===== config.mk =====
export PLATFORM = sky130hd
export DESIGN_NAME = hp_drain_ctrl
export DESIGN_NICKNAME = d
export VERILOG_FILES = /design/src/rtl/hp_pkg.sv /design/src/rtl/hp_bar_scheduler.sv /design/src/rtl/hp_drain_ctrl.sv
export SDC_FILE = /design/constraint.sdc
export NUM_CORES = 1
export LEC_CHECK = 0
export CAP_MARGIN = 20
export CORE_MARGIN = 5
export CORE_UTILIZATION = 33
export CTS_CLUSTER_SIZE = 25
export DETAILED_ROUTE_END_ITERATION = 10
export HOLD_SLACK_MARGIN = 0.02
export PLACE_DENSITY = 0.63
export SETUP_SLACK_MARGIN = 0.3
export SLEW_MARGIN = 20
export SYNTH_ARGS = -nofsm -noshare
export SYNTH_HDL_FRONTEND = slang
export SYNTH_SLANG_ARGS = --single-unit

===== constraint.sdc =====
create_clock -name clk -period 3.1 [get_ports clk]
set_input_delay 0.93 -clock clk [delete_from_list [all_inputs] [get_ports clk]]
set_output_delay 0.93 -clock clk [all_outputs]
set_load 0.03 [all_outputs]

===== src/rtl/hp_pkg.sv =====
// Shared constants and types for the battle HP drain controller and its bar scheduler.
package hp_pkg;

    localparam int HP_W  = 8;
    localparam int BAR_W = 6;

    localparam logic [HP_W-1:0] HP_MAX = 8'd83;

    typedef enum logic [1:0] {
        IDLE  = 2'd0,
        DRAIN = 2'd1,
        DONE  = 2'd2
    } drain_state_t;

    typedef enum logic {
        TGT_PLAYER = 1'b0,
        TGT_ENEMY  = 1'b1
    } target_t;

endpackage


===== src/rtl/hp_bar_scheduler.sv =====
// Time-shares the single registered HP-to-bar lookup between the player and enemy bars,
// alternating every cycle and latching each result into the bar it was issued for.
module hp_bar_scheduler
    import hp_pkg::*;
(
    input  logic             clk,
    input  logic             reset_n,
    input  logic [HP_W-1:0]  player_hp,
    input  logic [HP_W-1:0]  enemy_hp,
    output logic [HP_W-1:0]  lookup_hp,
    input  logic [BAR_W-1:0] lookup_bar,
    output logic [BAR_W-1:0] player_bar,
    output logic [BAR_W-1:0] enemy_bar
);

    logic ptr;
    logic ptr_q;
    logic vld_q;

    assign lookup_hp = ptr ? enemy_hp : player_hp;

    // vld_q masks the first cycle after reset, when the lookup holds no issued result yet.
    always_ff @(posedge clk or negedge reset_n) begin
        if (!reset_n) begin
            ptr        <= 1'b0;
            ptr_q      <= 1'b0;
            vld_q      <= 1'b0;
            player_bar <= '0;
            enemy_bar  <= '0;
        end else begin
            ptr   <= ~ptr;
            ptr_q <= ptr;
            vld_q <= 1'b1;
            if (vld_q) begin
                if (ptr_q) enemy_bar  <= lookup_bar;
                else       player_bar <= lookup_bar;
            end
        end
    end

endmodule


===== src/rtl/hp_drain_ctrl.sv =====
// Player/enemy HP registers with a 1-HP-per-frame damage drain FSM and shared bar lookup.
// Optional heal requests are enabled by defining HP_HEAL_EN.
module hp_drain_ctrl
    import hp_pkg::*;
(
    input  logic             clk,
    input  logic             reset_n,
    input  logic             frame_tick,
    input  logic             new_battle,
    input  logic             req_valid,
    output logic             req_ready,
    input  logic             req_target,
    input  logic [HP_W-1:0]  req_amount,
`ifdef HP_HEAL_EN
    input  logic             req_heal,
`endif
    output logic [HP_W-1:0]  lookup_hp,
    input  logic [BAR_W-1:0] lookup_bar,
    output logic [HP_W-1:0]  player_hp,
    output logic [HP_W-1:0]  enemy_hp,
    output logic [BAR_W-1:0] player_bar,
    output logic [BAR_W-1:0] enemy_bar,
    output logic             player_faint,
    output logic             enemy_faint,
    output logic             drain_done,
    output drain_state_t     dbg_state
);

    localparam logic [HP_W-1:0] HP_ONE = 8'd1;

    drain_state_t    state, state_nxt;
    target_t         tgt_q, tgt_nxt;
    logic [HP_W-1:0] rem_q, rem_nxt;
    logic            heal_q, heal_nxt;
    logic            heal_in;
    logic [HP_W-1:0] player_hp_nxt, enemy_hp_nxt;
    logic [HP_W-1:0] req_hp, cur_hp, step_hp, end_hp;

`ifdef HP_HEAL_EN
    assign heal_in = req_heal;
`else
    assign heal_in = 1'b0;
`endif

    // Handshake: a request transfers on a cycle where req_valid && req_ready; req_ready is high only in IDLE.
    assign req_ready  = (state == IDLE);
    assign drain_done = (state == DONE);
    assign dbg_state  = state;

    assign req_hp  = req_target ? enemy_hp : player_hp;
    assign cur_hp  = (tgt_q == TGT_ENEMY) ? enemy_hp : player_hp;
    assign step_hp = heal_q ? (cur_hp + HP_ONE) : (cur_hp - HP_ONE);
    assign end_hp  = heal_q ? HP_MAX : '0;

    always_comb begin
        state_nxt     = state;
        tgt_nxt       = tgt_q;
        rem_nxt       = rem_q;
        heal_nxt      = heal_q;
        player_hp_nxt = player_hp;
        enemy_hp_nxt  = enemy_hp;
        case (state)
            IDLE: begin
                if (req_valid) begin
                    tgt_nxt  = target_t'(req_target);
                    rem_nxt  = req_amount;
                    heal_nxt = heal_in;
                    // Nothing to move: zero amount, damage on a fainted target, heal on a full one.
                    if ((req_amount == '0) ||
                        (!heal_in && (req_hp == '0)) ||
                        (heal_in && (req_hp == HP_MAX)))
                        state_nxt = DONE;
                    else
                        state_nxt = DRAIN;
                end
            end
            DRAIN: begin
                if (frame_tick) begin
                    rem_nxt = rem_q - HP_ONE;
                    if (tgt_q == TGT_ENEMY) enemy_hp_nxt  = step_hp;
                    else                    player_hp_nxt = step_hp;
                    if ((rem_q == HP_ONE) || (step_hp == end_hp))
                        state_nxt = DONE;
                end
            end
            DONE: begin
                state_nxt = IDLE;
                rem_nxt   = '0;
            end
            default: state_nxt = IDLE;
        endcase
        if (new_battle) begin
            state_nxt     = IDLE;
            rem_nxt       = '0;
            player_hp_nxt = HP_MAX;
            enemy_hp_nxt  = HP_MAX;
        end
    end

    always_ff @(posedge clk or negedge reset_n) begin
        if (!reset_n) begin
            state     <= IDLE;
            tgt_q     <= TGT_PLAYER;
            rem_q     <= '0;
            heal_q    <= 1'b0;
            player_hp <= HP_MAX;
            enemy_hp  <= HP_MAX;
        end else begin
            state     <= state_nxt;
            tgt_q     <= tgt_nxt;
            rem_q     <= rem_nxt;
            heal_q    <= heal_nxt;
            player_hp <= player_hp_nxt;
            enemy_hp  <= enemy_hp_nxt;
        end
    end

    // Faint flags trail HP by one cycle, except new_battle clears them immediately.
    always_ff @(posedge clk or negedge reset_n) begin
        if (!reset_n) begin
            player_faint <= 1'b0;
            enemy_faint  <= 1'b0;
        end else if (new_battle) begin
            player_faint <= 1'b0;
            enemy_faint  <= 1'b0;
        end else begin
            player_faint <= (player_hp == '0);
            enemy_faint  <= (enemy_hp == '0);
        end
    end

    hp_bar_scheduler u_bar_sched (
        .clk        (clk),
        .reset_n    (reset_n),
        .player_hp  (player_hp),
        .enemy_hp   (enemy_hp),
        .lookup_hp  (lookup_hp),
        .lookup_bar (lookup_bar),
        .player_bar (player_bar),
        .enemy_bar  (enemy_bar)
    );

endmodule

==> summary by stage, run 1 <==
Die
The die width is 98.2 um. The floorplan step defined a core boundary enclosing between 7000 and 8000 um2. The number of top-level pins is 62. The full die area is roughly 9600 um2. The height of the die is 98.2 um. Row generation in the floorplan step produced 32 rows. Once the floorplan was initialized, standard cells occupied between 30 and 40% of the core.

Clock network
The number of buffers added by the clock tree synthesis step is 5. For the worst-skew pair, the clock arrives at the later sink with an insertion delay of around 0.29 ns. The TritonCTS clock tree is yes.

In this run the number of H-tree levels came out at 2. The clock-pin slew on the worst setup and hold paths is ~0.080 ns. Counting along the longest clock path gives a buffer depth of 2. In this run the clock root is driven by a sky130_fd_sc_hd__clkbuf_8.

Counting every sink on the clock net gives 44.

Critical path
The worst setup path is launched from a register. The cell at the slowest stage of the critical path is sky130_fd_sc_hd__clkdlybuf4s50_1. The worst stage delay on the critical path is between 0.5 and 0.6 ns. The startpoint-to-endpoint class of the critical path is register to primary output. The kind of end point of the critical path is a primary output.

Grouping stages by cell kind, the critical path spends the most delay in buffers and inverters. For the worst flop-to-flop path, the logic depth is 7. The arrival time at the worst endpoint is between 1.5 and 2 ns. The data required time at the worst endpoint is about 2.2 ns. In this run the number of cells on the critical path is 2.

Walking the worst path, the cells encountered are mux2_2, clkdlybuf4s50_1. The worst-path maximum fanout is 10. The count of buffering cells on the critical path with inverters included is 1.

Min path
The number of instances on the worst hold path is 1. The type of the most critical hold path is register to register.

Yosys
By area the synthesized netlist is led by sky130_fd_sc_hd__dfrtp_1 35%, sky130_fd_sc_hd__mux2_2 9.7%, sky130_fd_sc_hd__dfstp_2 8.2%. sky130_fd_sc_hd__dfrtp_1 takes more of the synthesized area than any other cell. The number of library cell types mapped by synthesis is 53.

Of all flip-flops after synthesis, the portion carrying an async set or reset was 100%. The gate count of the mapped netlist is 258. Dividing the synthesized area by the synthesized cell count gives between 9 and 10 um2. The number of nets in the synthesized netlist is 285. The primary flip-flop cell chosen by synthesis mapping is sky130_fd_sc_hd__dfrtp_1. Synthesis inferred 44 register bits.

After synthesis the cells add up to approximately 2600 um2. After synthesis, the largest area contributor takes up 35.1% of total cell area. The most frequent cell after synthesis is sky130_fd_sc_hd__dfrtp_1. The commonest cells after synthesis are 36 x sky130_fd_sc_hd__dfrtp_1, 22 x sky130_fd_sc_hd__mux2_2, 19 x sky130_fd_sc_hd__nand2_1. The register area share after synthesis is between 40% and 50%. The number of flops mapped to enable cells by yosys is 0.

The number of warnings printed during yosys synthesis is 0.

Final layout
At the end of the flow, the number of nets in the layout was 344. The synthesis-to-layout area growth is 31.5%. The number of diodes is 0. The filler cells instantiated in the layout total between 700 and 800. In the final layout, the share of cells above drive strength 1 is 14.2%.

The finished cells cover roughly 3400 um2. The post-route core utilization is 44.1%.

STA
The hold violation count in the final report is 0. Adding up every negative setup slack in the final design gives 0 ns. The worst path uses 86.9% of the clock period. The smallest clock period supported by the final layout is computed as around 2.7 ns. The final count of pins violating max slew came to 0. The measured slew at the worst slew-check pin is roughly 0.58 ns. Setup repair after global routing left no endpoint under its margin. The worst pin sits at a relative slew slack of 60.9%. Setup violations remaining at the end of the flow were counted as 0. Between clock sinks in the finished design, the worst skew comes to about 0.0040 ns.

Based on the critical path, the design can be clocked at up to around 0.37 GHz.

Route
After detailed routing, the number of vias per cell comes to roughly 5. For this run, the detailed router's first-pass iteration total came to 4. The number of DRC markers after the initial detailed-route iteration is between 100 and 150.

For this run, design rule violations remaining after detail routing come to 0. The total via count in the routed design is 2133. The number of antenna-violating nets in the routed design is 0. The wire length per cell is 15.4 um. The total wirelength of the detailed-routed design is approximately 6500 um.

Placement
The port buffer count is slightly above 60. Detailed placement finished with a half-perimeter wire length of between 4000 and 5000 um. The placed instances occupy a cell area of between 3000 and 4000 um2.

The congestion estimate from routability-driven global placement came to between 0.8 and 0.9.

Global route
The combined global-route utilization of all metal layers is ~13%. For this run the aggregate overflow at the end of global routing stands at 0. The maximum number of pins on one net before global-route repair is 45. The initial antenna violation count was 0. The via count of the first global-routing pass is between 2000 and 2500. The first-pass GRT wire length is about 11000 um.

Power and ir drop
The maximum vdd drop is between 0.0002 and 0.0003 V. The power density relative to cell area is about 640 nW/um2. The leakage power total is around 1.3 nW. The design draws between 0.002 and 0.0025 W.

Run
The number of max-cap violations is 0.

Status
The run finished with clean final reports.
kinds of logic (layout without fill, tap and decap cells):
kind of cell | after synthesis | in the layout | share of synthesized area (%)
multiplexers | 29 | 29 | 12.4
adder cells (fa/ha/maj) | 7 | 7 | 3.41
flip-flops | 44 | 44 | 43.3
other | 1 | 1 | 0.146
XOR/XNOR | 16 | 16 | 5.46
AO/OA/AOI/OAI | 46 | 46 | 12.7
buffers and inverters | 25 | 85 | 3.90
AND/OR/NAND/NOR | 90 | 90 | 18.7
metal layers:
| layer | routed length [um] | track usage, % |
|---|---|---|
| met1 | 3110 | 18.8 |
| met2 | 2940 | 21.3 |
| met3 | 375 | 3.57 |
| met4 | 38 | 2.52 |
| met5 | 0 | 0 |
through the flow:
stage | setup slack, ns | hold slack (ns) | cells
floorplan | 0.394 | 0.352 | 258
global placement | 0.521 | 0.489 | 412
detailed placement | 0.471 | 0.494 | 412
CTS | 0.338 | 0.515 | 420
global route | 0.328 | 0.520 | 420
finish | 0.406 | 0.509 | 420
area by class of cell:
| cell class | instances | area [um2] | share of cell area (%) |
|---|---|---|---|
| Clock buffer | 6 | 82.6 | 2.45 |
| Clock inverter | 2 | 15.0 | 0.445 |
| Inverter | 13 | 48.8 | 1.45 |
| Multi-Input combinational cell | 189 | 1350 | 40.1 |
| Sequential cell | 44 | 1110 | 33.0 |
| Tap cell | 102 | 128 | 3.78 |
| Timing Repair Buffer | 64 | 633 | 18.8 |
final timing paths:
kind	end	startpoint	slack, ns
min	u_bar_sched.enemy_bar[2]$_DFFE_PN0P_	u_bar_sched.enemy_bar[2]$_DFFE_PN0P_	0.51
max in group asynchronous	u_bar_sched.ptr$_DFF_PN0_	reset_n	2.10
min in group asynchronous	u_bar_sched.ptr_q$_DFF_PN0_	reset_n	0.62
max reg2reg	dbg_state[1]$_DFFE_PN0P_	tgt_q$_DFFE_PN0P_	0.55
min reg2reg	u_bar_sched.enemy_bar[2]$_DFFE_PN0P_	u_bar_sched.enemy_bar[2]$_DFFE_PN0P_	0.51
max	lookup_hp[6]	u_bar_sched.ptr$_DFF_PN0_	0.41
where the power goes:
| part | switching [W] | internal (W) |
|---|---|---|
| Clock | 0.000193 | 0.000180 |
| Combinational | 0.000595 | 0.000414 |
| Sequential | 0.000107 | 0.000684 |
sequential cells by signal, indices dropped and copies added (netlist names):
| register | count |
|---|---|
| u_bar_sched.ptr_q | 1 |
| u_bar_sched.vld_q | 1 |
| player_faint | 1 |
| u_bar_sched.ptr | 1 |
| u_bar_sched.enemy_bar | 6 |
| player_hp | 8 |
| enemy_faint | 1 |
| rem_q | 8 |
| u_bar_sched.player_bar | 6 |
| tgt_q | 1 |
| dbg_state | 2 |
| enemy_hp | 8 |
cell usage in the layout, fill, tap and decap left out, types with 2 or more instances in the layout:
cell / n
sky130_fd_sc_hd__a211o_1: 5
sky130_fd_sc_hd__a21oi_1: 9
sky130_fd_sc_hd__a22o_1: 3
sky130_fd_sc_hd__a31oi_1: 2
sky130_fd_sc_hd__buf_4: 4
sky130_fd_sc_hd__clkbuf_8: 6
sky130_fd_sc_hd__clkdlybuf4s50_1: 59
sky130_fd_sc_hd__clkinvlp_4: 2
sky130_fd_sc_hd__dfrtp_1: 35
sky130_fd_sc_hd__dfstp_2: 8
sky130_fd_sc_hd__ha_1: 7
sky130_fd_sc_hd__inv_1: 13
sky130_fd_sc_hd__mux2_2: 22
sky130_fd_sc_hd__mux2i_1: 7
sky130_fd_sc_hd__nand2_1: 19
sky130_fd_sc_hd__nand2b_1: 7
sky130_fd_sc_hd__nand3_1: 4
sky130_fd_sc_hd__nand4_1: 2
sky130_fd_sc_hd__nand4b_1: 2
sky130_fd_sc_hd__nor2_1: 17
sky130_fd_sc_hd__nor3_1: 10
sky130_fd_sc_hd__nor3b_1: 3
sky130_fd_sc_hd__nor4_1: 8
sky130_fd_sc_hd__o21ai_0: 11
sky130_fd_sc_hd__o31ai_1: 2
sky130_fd_sc_hd__or3_1: 6
sky130_fd_sc_hd__or3b_1: 2
sky130_fd_sc_hd__or4_1: 2
sky130_fd_sc_hd__xnor2_1: 7
sky130_fd_sc_hd__xor2_1: 9
timing repair:
item | CTS | global route
setup buffers | 0 | 0
hold buffers | 0 | 0
gates resized for setup | 1 | 1
pin swaps | 0 | 0
endpoints found under the setup margin | 8 | 1
cloned | 0 | 0
Power figures use the tool's default switching activity.
==> run 2: changes to the inputs <==
ABC_AREA = 1   (was default)
CTS_CLUSTER_SIZE = 12   (was 25)
==> summary by stage, run 2 <==
Yosys
After synthesis, the share of flip-flops with an asynchronous set or reset is 100%. The gate count of the mapped netlist is 339. The number of nets in the synthesized netlist is about 370. Yosys printed 0 warnings. The cell area after synthesis is 2590 um2. Each instance of the synthesized netlist takes up on average roughly 7.6 um2. In this run, distinct cell masters in the synthesized netlist total 34. The synthesized netlist devotes 12.9% of its cell area to compound gates. By area the synthesized netlist is led by sky130_fd_sc_hd__dfrtp_1 35%, sky130_fd_sc_hd__nand2_1 13%, sky130_fd_sc_hd__o21ai_0 8.9%.

The commonest cells after synthesis are 91 x sky130_fd_sc_hd__nand2_1, 46 x sky130_fd_sc_hd__inv_1, 46 x sky130_fd_sc_hd__o21ai_0. Of the total synthesized cell area, the portion taken by AND, OR, NAND and NOR gates is between 20% and 30%. The combinational family with the most area after synthesis is simple AND/OR/NAND/NOR gates. The primary flip-flop cell chosen by synthesis mapping is sky130_fd_sc_hd__dfrtp_1.

The synthesized flop and latch total is 44. The most common cell in the synthesized netlist is sky130_fd_sc_hd__nand2_1. The adder-cell share of the synthesized area is 3.38%. The number of flops mapped to enable cells by yosys is 0. The portion of synthesized cell area occupied by the leading cell type is 34.8%. The biggest area contributor in the post-synthesis netlist is sky130_fd_sc_hd__dfrtp_1. Sequential cells were found to cover around 43% of the synthesized design area. Measured against the total synthesized area, the mux share comes to 0%.

The synthesized netlist devotes around 1.4% of its cell area to XOR and XNOR gates.

Clock network
The tree built by TritonCTS fans out to 44 sinks. The number of gates resized after cts is 1. Clock-pin slew was measured on the worst setup and hold paths at ~0.090 ns. In this run the post-CTS setup repair buffer count came out at 0. The latest clock arrival within the worst-skew pair is approximately 0.30 ns.

The deepest clock path buffer count is 2. The CTS root buffer is sky130_fd_sc_hd__clkbuf_8. The maximum level of the CTS H-tree is 2. Buffers inserted during clock tree synthesis total 5. The number of hold buffers added after CTS is 0.

The TritonCTS clock tree is yes.

Route
For this run, design rule violations remaining after detail routing come to 0. The routed design has 6540 um of wire. The first detailed-routing pass took 4 iterations. The detailed router finished its first iteration with 156 violations.

Dividing the detail-routed via count by the number of cells gives around 4.7. The number of antenna-violating nets in the routed design is 0. The wire length per cell is approximately 13 um. The routed layout has 2372 vias.

Global route
The aggregate global routing overflow is 0. For this run, the total global-route usage over all layers was measured as ~14%. Entering global routing, the biggest net connects 45 pins. The initial antenna violation count is 0. The via count of the first global-routing pass is 2439. The first global-routing pass estimated 11300 um of wire.

Final layout
The synthesis-to-layout area growth is 30.9%. The number of diodes is 0. For this run, the number of standard cells in the final layout without fillers is 502. The commonest non-fill, non-tap cell in the layout is sky130_fd_sc_hd__nand2_1. Leaving out fill and tap cells, the most frequent cells in the layout are 91 x sky130_fd_sc_hd__nand2_1, 59 x sky130_fd_sc_hd__clkdlybuf4s50_1, 46 x sky130_fd_sc_hd__inv_1, 46 x sky130_fd_sc_hd__o21ai_0, 35 x sky130_fd_sc_hd__dfrtp_1. In the final layout, the registers with the most flip-flops are enemy_hp: 8 flops, player_hp: 8 flops, rem_q: 8 flops. Cells with a size suffix above 1 make up 11.0% of the layout. In the final design database the tool counted between 400 and 500 nets. The post-route core utilization is 44.1%.

Die
From left edge to right edge, the die measures between 90 and 100 um. In this run the core area contains 32 standard-cell rows. The area of the core is 7690 um2. The full die area is between 9000 and 10000 um2. 62 I/O pins were placed. From bottom edge to top edge, the die measures 98.6 um. For this configuration, the core starts out at a cell density of roughly a third.

STA
Headroom to the max-slew limit came out at a little over three fifths. Setup violations remaining at the end of the flow were counted as 0. The final count of pins violating max slew is 0. For the pin with the worst max-slew slack, the measured transition is around 0.56 ns. The hold violation count in the final report came to 0. The sum of negative setup slack is 0 ns. The highest attainable clock frequency is approximately 0.37 GHz. The final critical path takes up just under 90% of the cycle.

For the finished layout, the period the worst path requires is between 2 and 3 ns. The clock skew is between 0.009 and 0.01 ns. Setup repair after global routing left no endpoint under its margin.

Critical path
The signal on the critical path passes through inv_1, o21ai_0, clkdlybuf4s50_1. The worst-path maximum fanout is 4. The kind of launch point of the worst setup path is a register.

Grouping stages by cell kind, the critical path spends the most delay in buffers and inverters. The count of buffering cells on the critical path with inverters included is 2. The worst setup path is of the register to primary output kind. For the worst setup path, the data arrival time is about 1.8 ns. The kind of end point of the critical path is a primary output. In this run the worst setup path begins at player_hp[1]$_DFFE_PN1P_. The data required time at the worst endpoint is roughly 2.2 ns. The source of the worst register-to-register timing path is tgt_q$_DFFE_PN0P_. The worst stage delay on the critical path is 0.70 ns. For this design, the slowest cell found on the critical path is sky130_fd_sc_hd__clkdlybuf4s50_1.

Placement
The cell total after placement is between 400 and 500. The placer's final routability congestion estimate is approximately 0.84. The port buffer count is ~60. The post-detailed-placement half-perimeter wirelength is 5050 um.

Run
The number of max-cap violations is 0.

Power and ir drop
The power density relative to cell area is 1040 nW/um2. The maximum vdd drop is 0.000557 V. The analysis attributes to cell leakage a power of between 1.5 and 2 nW. The total power is around 0.0035 W.

Min path
The worst hold path begins at u_bar_sched.enemy_bar[4]$_DFFE_PN0P_. The type of the most critical hold path is register to register.

Status
The run finished with clean final reports.
## run 2: cell types whose count changed after synthesis, sizes merged, moves of 6 or more
cell	change
a21oi	-6
inv	+36
mux2	-22
mux2i	-7
nand2	+85
nand2b	-7
nand3	+20
nor4	-6
o21ai	+38
or3	-6
xnor2	-7
## run 2: kinds of logic after synthesis
family,count (synthesis)
flip-flops,44
other,1
buffers and inverters,60
AO/OA/AOI/OAI,62
XOR/XNOR,4
AND/OR/NAND/NOR,161
adder cells (fa/ha/maj),7
## run 2: path summary, 6_finish.rpt
path,to,slack [ns],depth (start not counted)
worst min-delay path,u_bar_sched.enemy_bar[4]$_DFFE_PN0P_,0.49,2
worst max register to register,dbg_state[0]$_DFFE_PN0P_,0.95,15
min in group asynchronous,u_bar_sched.ptr$_DFF_PN0_,0.62,1
worst min register to register,u_bar_sched.enemy_bar[4]$_DFFE_PN0P_,0.49,2
worst max-delay path,lookup_hp[1],0.39,3
max in group asynchronous,u_bar_sched.ptr$_DFF_PN0_,2.09,1
## run 2: worst reg2reg max path: stages (launching register included)
cell and delay [ns]:
sky130_fd_sc_hd__dfrtp_1 0.55, sky130_fd_sc_hd__inv_4 0.20, sky130_fd_sc_hd__nand2_1 0.08, sky130_fd_sc_hd__nand2_2 0.12
sky130_fd_sc_hd__ha_1 0.21, sky130_fd_sc_hd__inv_1 0.07, sky130_fd_sc_hd__nor2_2 0.15, sky130_fd_sc_hd__nand3_1 0.10
sky130_fd_sc_hd__nand2_1 0.09, sky130_fd_sc_hd__nand2_1 0.06, sky130_fd_sc_hd__nor2_2 0.11, sky130_fd_sc_hd__nand3_2 0.08
sky130_fd_sc_hd__nand2_2 0.09, sky130_fd_sc_hd__nand2_2 0.06, sky130_fd_sc_hd__nand2_1 0.05, sky130_fd_sc_hd__nand2_1 0.04
## run 2: layout make-up
| class | count | area (um2) |
|---|---|---|
| clock buffers | 6 | 72.6 |
| flip-flops and latches | 44 | 1110 |
| inverters | 50 | 190 |
| fillers | 800 | 4300 |
| clock inverters | 2 | 35.0 |
| repair buffers | 63 | 626 |
| multi-input cells | 235 | 1230 |
| well taps | 102 | 128 |
## run 2: where the power goes
group / internal [W] / total (W) / switching [W]
logic: 0.000780 / 0.00214 / 0.00136
registers: 0.000772 / 0.000940 / 0.000168
clock network: 0.000239 / 0.000432 / 0.000193
## run 2: routing by layer
layer,GRT usage (%),vias to the layer above,part of all wire [%]
met2,24.1,56,48
met5,0,-,0
met4,4.94,0,1.4
li1,-,1213,-
met3,2.69,9,4.5
met1,17.4,1094,46
## run 2: metrics by stage
| stage | area, um2 | setup slack [ns] | hold WS (ns) |
|---|---|---|---|
| 6_report | 3390 | 0.391 | 0.489 |
| 5_1_grt | 3390 | 0.301 | 0.531 |
| 4_1_cts | 3390 | 0.358 | 0.496 |
| 3_5_place_dp | 3280 | 0.386 | 0.475 |
| 3_3_place_gp | 3280 | 0.501 | 0.468 |
| 2_1_floorplan | 2590 | 0.769 | 0.454 |
==> run 3: changes to the inputs <==
GPL_ROUTABILITY_DRIVEN = 0   (was default)
==> results of run 3 <==
Same layout as run 2: the final DEF is identical, and so are final timing and power.
